## src/rtl/load_store_unit.sv

```systemverilog
// Load/store front end for a word-ported, synchronous-read data memory.
// Big-endian byte lanes; sub-word stores use read-modify-write.
module load_store_unit #(
  parameter int unsigned MEM_BYTES = 5120
) (
  input  logic        clk,
  input  logic        reset,
  input  logic        req_valid,
  output logic        req_ready,
  input  logic        req_load,
  input  logic        req_store,
  input  logic [2:0]  req_funct3,
  input  logic [31:0] req_addr,
  input  logic [31:0] req_wdata,
  output logic        resp_valid,
  output logic [31:0] resp_rdata,
  output logic        resp_err,
  output logic        mem_we,
  output logic [31:0] mem_addr,
  output logic [31:0] mem_wdata,
  input  logic [31:0] mem_rdata
);

  typedef enum logic [1:0] {IDLE, RD, MRG, RESP} state_t;

  state_t      state_q, state_d;
  logic [2:0]  f3_q, f3_d;
  logic [1:0]  off_q, off_d;
  logic [15:0] wdata_q, wdata_d;
  logic [31:0] addr_q, addr_d;
  logic [31:0] rdata_q, rdata_d;
  logic        err_q, err_d;

  logic        accept, req_err, f3_ok, misal, oor, is_sw;
  logic [31:0] aligned, ext, merged, bw, hw;
  logic [4:0]  bsh, hsh;

  assign req_ready = !reset && (state_q == IDLE || state_q == RESP);
  assign accept    = req_valid && req_ready;
  assign aligned   = {req_addr[31:2], 2'b00};

  assign f3_ok = req_load
               ? (req_funct3 != 3'b011 && req_funct3[2:1] != 2'b11)
               : (req_funct3 <= 3'b010);
  assign misal = (req_funct3[1:0] == 2'b01 && req_addr[0])
              || (req_funct3[1:0] == 2'b10 && req_addr[1:0] != 2'b00);
  assign oor     = req_addr >= 32'(MEM_BYTES);
  assign req_err = !f3_ok || misal || oor;
  assign is_sw   = req_store && !req_err && req_funct3 == 3'b010;

  // Shift amounts that bring the addressed lane down to bit 0
  assign bsh = 5'd24 - {off_q, 3'b000};
  assign hsh = 5'd16 - {off_q, 3'b000};
  assign bw  = mem_rdata >> bsh;
  assign hw  = mem_rdata >> hsh;

  always_comb begin
    ext = mem_rdata;
    if (!f3_q[1]) begin
      if (f3_q[0])
        ext = f3_q[2] ? {16'b0, hw[15:0]} : {{16{hw[15]}}, hw[15:0]};
      else
        ext = f3_q[2] ? {24'b0, bw[7:0]} : {{24{bw[7]}}, bw[7:0]};
    end
  end

  always_comb begin
    if (f3_q[0])
      merged = (mem_rdata & ~(32'h0000_FFFF << hsh))
             | ({16'b0, wdata_q} << hsh);
    else
      merged = (mem_rdata & ~(32'h0000_00FF << bsh))
             | ({24'b0, wdata_q[7:0]} << bsh);
  end

  always_comb begin
    state_d = state_q;
    f3_d    = f3_q;
    off_d   = off_q;
    wdata_d = wdata_q;
    addr_d  = addr_q;
    rdata_d = rdata_q;
    err_d   = err_q;
    case (state_q)
      RD: begin
        rdata_d = ext;
        state_d = RESP;
      end
      MRG:     state_d = RESP;
      RESP:    state_d = IDLE;
      default: ;
    endcase
    if (accept) begin
      f3_d    = req_funct3;
      off_d   = req_addr[1:0];
      wdata_d = req_wdata[15:0];
      addr_d  = aligned;
      rdata_d = '0;
      err_d   = req_err;
      if (req_err || is_sw) state_d = RESP;
      else if (req_load)    state_d = RD;
      else                  state_d = MRG;
    end
  end

  always_comb begin
    mem_addr  = accept ? aligned : addr_q;
    mem_we    = 1'b0;
    mem_wdata = merged;
    if (accept && is_sw) begin
      mem_we    = 1'b1;
      mem_wdata = req_wdata;
    end else if (state_q == MRG && !reset) begin
      mem_we = 1'b1;
    end
  end

  always_ff @(posedge clk) begin
    if (reset) begin
      state_q <= IDLE;
      f3_q    <= '0;
      off_q   <= '0;
      wdata_q <= '0;
      addr_q  <= '0;
      rdata_q <= '0;
      err_q   <= 1'b0;
    end else begin
      state_q <= state_d;
      f3_q    <= f3_d;
      off_q   <= off_d;
      wdata_q <= wdata_d;
      addr_q  <= addr_d;
      rdata_q <= rdata_d;
      err_q   <= err_d;
    end
  end

  assign resp_valid = state_q == RESP;
  assign resp_err   = err_q;
  assign resp_rdata = rdata_q;

endmodule

```

## config.mk

```make
export PLATFORM = sky130hd
export DESIGN_NAME = load_store_unit
export DESIGN_NICKNAME = d
export VERILOG_FILES = /design/src/rtl/load_store_unit.sv
export SDC_FILE = /design/constraint.sdc
export NUM_CORES = 1
export LEC_CHECK = 0
export BUFFER_PORTS_ARGS = -buffer_cell sky130_fd_sc_hd__buf_2
export CELL_PAD_IN_SITES_DETAIL_PLACEMENT = 0
export CELL_PAD_IN_SITES_GLOBAL_PLACEMENT = 2
export CORE_AREA = 5 5 146 148
export CTS_BUF_LIST = sky130_fd_sc_hd__clkbuf_16
export DETAILED_ROUTE_END_ITERATION = 10
export DIE_AREA = 0 0 151 153
export HOLD_SLACK_MARGIN = 0.12
export PLACE_DENSITY = 0.95
export SYNTH_ARGS = -nofsm -noshare
export SYNTH_HDL_FRONTEND = slang
export SYNTH_SLANG_ARGS = --single-unit
```

## constraint.sdc

```tcl
create_clock -name clk -period 3.69 [get_ports clk]
set_input_delay 0 -clock clk [delete_from_list [all_inputs] [get_ports clk]]
set_output_delay 0 -clock clk [all_outputs]
set_load 0.005 [all_outputs]
```

# After elaboration in Yosys (flattened, before gate mapping)
# Cells that the tools add are included.
# totals
elab_cells	67
inputBits	104
out_inout_bits	100
memories	0
romBits	0
ram_bits	0
latchBits	0
ff_bits	88
# classes
eq_ne	8
n_mux	14
n_div	0
magnitude_cmp	2
bitwise	6
shift	6
mul	0
n_reduce_logical	22
addsub	2
# ops
cell	count
two-way mux 32 bit	7
AND 32 bit	2
inverter 32 bit	2
OR 32 bit	2
>= comparator 32 x 13 -> 1 bit (second input constant)	1
left shift 16 x 5 -> 32 bit	1
left shift 16 x 5 -> 32 bit (first input constant)	1
left shift 8 x 5 -> 32 bit	1
left shift 8 x 5 -> 32 bit (first input constant)	1
>> shifter 32 x 5 -> 16 bit	1
>> shifter 32 x 5 -> 8 bit	1
subtractor 5 bit (first input constant)	2
logical AND 1 bit	9
equality test 2 bit (second input constant)	3
two-way mux 2 bit	3
logical OR 1 bit	5
equality test 2 x 1 -> 1 bit (second input constant)	2
one-hot mux 2 bit (2 select lines)	1
OR reduction 2 bit	2
equality test 3 x 2 -> 1 bit (second input constant)	1
<= comparator 3 x 2 -> 1 bit (second input constant)	1
zero test 1 bit	3
two-way mux 1 bit	3
!= test 3 x 2 -> 1 bit (second input constant)	1
4 further kinds	4

# Depth between registers and ports, before layout
# logic_depth
word_depth	12
ltp_mapped	11
ltp_nobuf	6

# Worst setup path before layout
# OpenSTA, ideal clock, no wires.
# synth_path
path_type	register -> output
startpoint	reg off_q[0]
endpoint	out mem_wdata[13]
arrival_time_ps	2432
slack_ps	1258
stages_incl_launch_ff	11
n_path_buf	5
cell_sequence	dfxtp_1 > buf_2 > inv_1 > clkbuf_1 > ha_1 > buf_4 > buf_2 > buf_2 > mux2i_1 > a21oi_1 > mux2_4
# synth_between
elab_chain_len	7
# synth_rtl
element	line	rtl
start, declared	28	logic [1:0] off_q, off_d;
start signal, assigned	122	off_q <= '0;
start signal, assigned	130	off_q <= off_d;
subtractor 5 bit (on tied branches)	53, 52	
left shift 16 x 5 -> 32 bit / left shift 8 x 5 -> 32 bit (equally long branches)	69, 72	
inverter 32 bit (on tied branches)	69, 72	
AND 32 bit (on tied branches)	69, 72	
OR 32 bit (on tied branches)	70, 73	
two-way mux 32 bit *	68	if (f3_q[0])
two-way mux 32 bit *	110	if (accept && is_sw) begin
end, declared	20	output logic [31:0] mem_wdata,
# Every way passes the cells marked *; elsewhere a longest branch is shown, timed or not.

# Worst setup path in the final report
# layout_path
startpoint	reg state_q[0]
endpoint	out mem_wdata[26]
# layout_between
elab_chain_len	6
# layout_rtl
element	line	rtl
start, declared	26	state_t state_q, state_d;
start signal, assigned	128	state_q <= state_d;
equality test 2 bit / zero test 2 bit (equally long branches)	38	assign req_ready = !reset && (state_q == IDLE || state_q == RESP);
logical OR 1 bit *	38	
logical AND 1 bit *	38	
logical AND 1 bit *	39	assign accept = req_valid && req_ready;
logical AND 1 bit *	110	
two-way mux 32 bit *	110	
# Marks and branches as above.

==> flow_summary.ini <==
[run_status]
status = complete, no violations

[sta]
finalCritPeriodShare_pct = 83.2
final-hold-violation-count = 0
slew_violations = 0
finalCriticalPeriod_ps = 3070
slew_headroom_pct = 38.3
final.setup_skew_ps = 8.13
fin_tns_setup_ps = 0
grt_setup_unrepaired = false
max_slew.worst_pin.slew_ps = 925
setup_slack_ps = 619
fmax_mhz = 326
setup_viol = 0

[critical_path]
cp_max_fo = 33
slowest_delay_ps = 670
critical-path-slowest-cell = nand4_4
cp.required_ps = 3690
worstReg2RegEnd = resp_rdata[16]
r2r-start = off_q[0]
path_cells = inv_1 -> ha_1 -> or3b_1 -> nor2_2 -> nand4_4 -> mux2_4 -> buf_2
r2r_cells = 5
r2r_slack_ps = 1230
timing_worst_setup_path_type = flip-flop to output pin
end_kind = output pin
worstPathArrival_ps = 3070
cp-start-kind = flip-flop

[yosys]
synth_cell_types = 45
synth_nets = 837
yosysTopAreaCell = dfxtp_1
ys_async_sr_fraction_pct = 0
syn_avg_cell_area_um2 = 8.28
synth.yosys.seq_area_share_pct = 29.4
synth_edf_count = 0
synth_top_area_share_pct = 29.4
yosys_most_used_dff = dfxtp_1
synthTopCellsByArea = dfxtp_1, mux2i_1, nand2_1, mux2_4, a221oi_1
syn-instance-count = 725
synth_seq_cells = 88
yosys_warnings = 0
synth_area_mm2 = 0.00600

[floorplanning]
io_pins = 204
initial_core_util_pct = 30.1
placementRows = 52
fp.dieW_um = 151
die-area_mm2 = 0.0231
die_y_um = 153
coreArea_mm2 = 0.0199

[placement]
dp_hpwl_um = 15200
pre_cts_ws_ps = 955
placedCellCount = 1140
port_buffers = 203
gp_congestion = 0.860

[clock_network]
h-tree-depth = 3
cts-buffers-inserted = 9
insertion_delay_ps = 350
clockBufferDepth = 2
root_buffer = clkbuf_16
clkTransAtPathRegs_ps = 70
cts_tree = done
clock_sinks = 88

[grt]
grt_max_degree = 74
grt_pass1_vias = 6054
overflow = 0
grt_pass1_wl_um = 32700
grt_usage_pct = 17.8
antenna_found_initial = 0

[pwr]
powerDensity_mw_per_mm2 = 410
max-vdd-ir-drop_mv = 0.261
p_leak_uw = 0.00385

[final_layout]
antenna_cells = 0
stdcell_count = 1243
final_common_cell = buf_2
area_growth_syn_to_layout_pct = 38.6
nFillCells = 2038
final_cell_mix = buf_2, nand2_1, dlygate4sd3_1, dfxtp_1, mux2i_1
drive_above_1_share_pct = 31.0
utilization_pct = 41.8
nets = 1080

[drt]
drc_errors = 0
via_per_inst = 5.03
wirelength_um = 21300
vias = 6251
drt_iter0_drc = 421
first_pass_iters = 5
antenna_left = 0
detail_route.wl_per_cell_um = 17.2

[min_path]
hp-start = mem_rdata[0]
hold_path.class = input port to flip-flop
worstHoldEndpoint = resp_rdata[0]
hold_depth = 4

[run]
cap_violations = 0
[timing repair]
action / in CTS / in global routing
endpoints found under the hold margin: 82 / 0
hold buffers: 87 / 0
resized for setup: 0 / 0
buffers inserted: 0 / 0
[cell usage after synthesis, drive strengths merged, types with 2 or more instances]
cell type and instances:
nand2 146, dfxtp 88, mux2i 63, o21ai 61
mux2 48, a21oi 42, a221oi 40, clkbuf 39
and2 36, buf 31, nor2b 20, a31oi 17
nor2 15, inv 12, and3 10, ha 8
mux4 8, nand3 8, o22ai 8, o31ai 5
or4 3, nand4 2, nor3b 2, nor4 2
[worst max-delay path, delay by kind of cell, from the launching register on]
family                   cells  cell delay [ps]
multiplexers                 1              570
AND/OR/NAND/NOR              3             1190
flip-flops                   1              380
adder cells (fa/ha/maj)      1              330
buffers and inverters        2              210
[metal layers]
metal / up-vias / track usage [%] / share of wire (%)
met5: - / 0 / 0
met2: 237 / 28.1 / 46
li1: 3081 / - / -
met4: 0 / 6.04 / 2.5
met1: 2901 / 23.8 / 44
met3: 32 / 4.18 / 7.6
[area by class of cell]
cell class / count / area (um^2) / area share (%)
multi-input cells: 554 / 3890 / 46.8
repair buffers: 302 / 1980 / 23.8
clock buffers: 9 / 225 / 2.71
inverters: 13 / 48.8 / 0.587
well taps: 270 / 338 / 4.06
flip-flops and latches: 88 / 1760 / 21.2
clock inverters: 7 / 73.8 / 0.888
[how the worst max path moves through the flow]
stage               cells past startpoint             to  startpoint  slack (ps)
floorplan                              10  mem_wdata[13]    off_q[0]        1260
global placement                        7  mem_wdata[22]  state_q[0]         990
detailed placement                      7  mem_wdata[23]  state_q[0]         950
CTS                                     7  mem_wdata[23]  state_q[0]         560
global route                            7  mem_wdata[26]  state_q[0]         430
finish                                  7  mem_wdata[26]  state_q[0]         620
[where the power goes]
| group | switching (uW) | total, uW | internal [uW] |
|---|---|---|---|
| Sequential | 82.2 | 1140 | 1050 |
| Combinational | 690 | 1340 | 646 |
| Clock | 457 | 936 | 479 |
| Total | 1230 | 3410 | 2180 |
[state kept, by name, summed over array words and instances, names as in the netlist]
name,count
off_q,2
state_q,2
resp_rdata,32
wdata_q,16
f3_q,3
resp_err,1
addr_q,32
[stage by stage]
stage          total power [uW]  area (um^2)  hold slack [ps]
2_1_floorplan              1970         6000             92.4
3_3_place_gp               2400         7150              216
3_5_place_dp               2410         7150              217
4_1_cts                    3440         8320              129
5_1_grt                    3620         8320              204
6_report                   3410         8320              149
[logic make-up after synthesis]
group | count (synthesis) | synth area share, %
fa+ha+maj | 8 | 1.67
buf+inv | 83 | 6.00
simple gates | 249 | 20.0
compound gates | 178 | 18.6
mux | 119 | 24.3
flops | 88 | 29.4
Note: power is estimated with default switching activity, not from simulation.
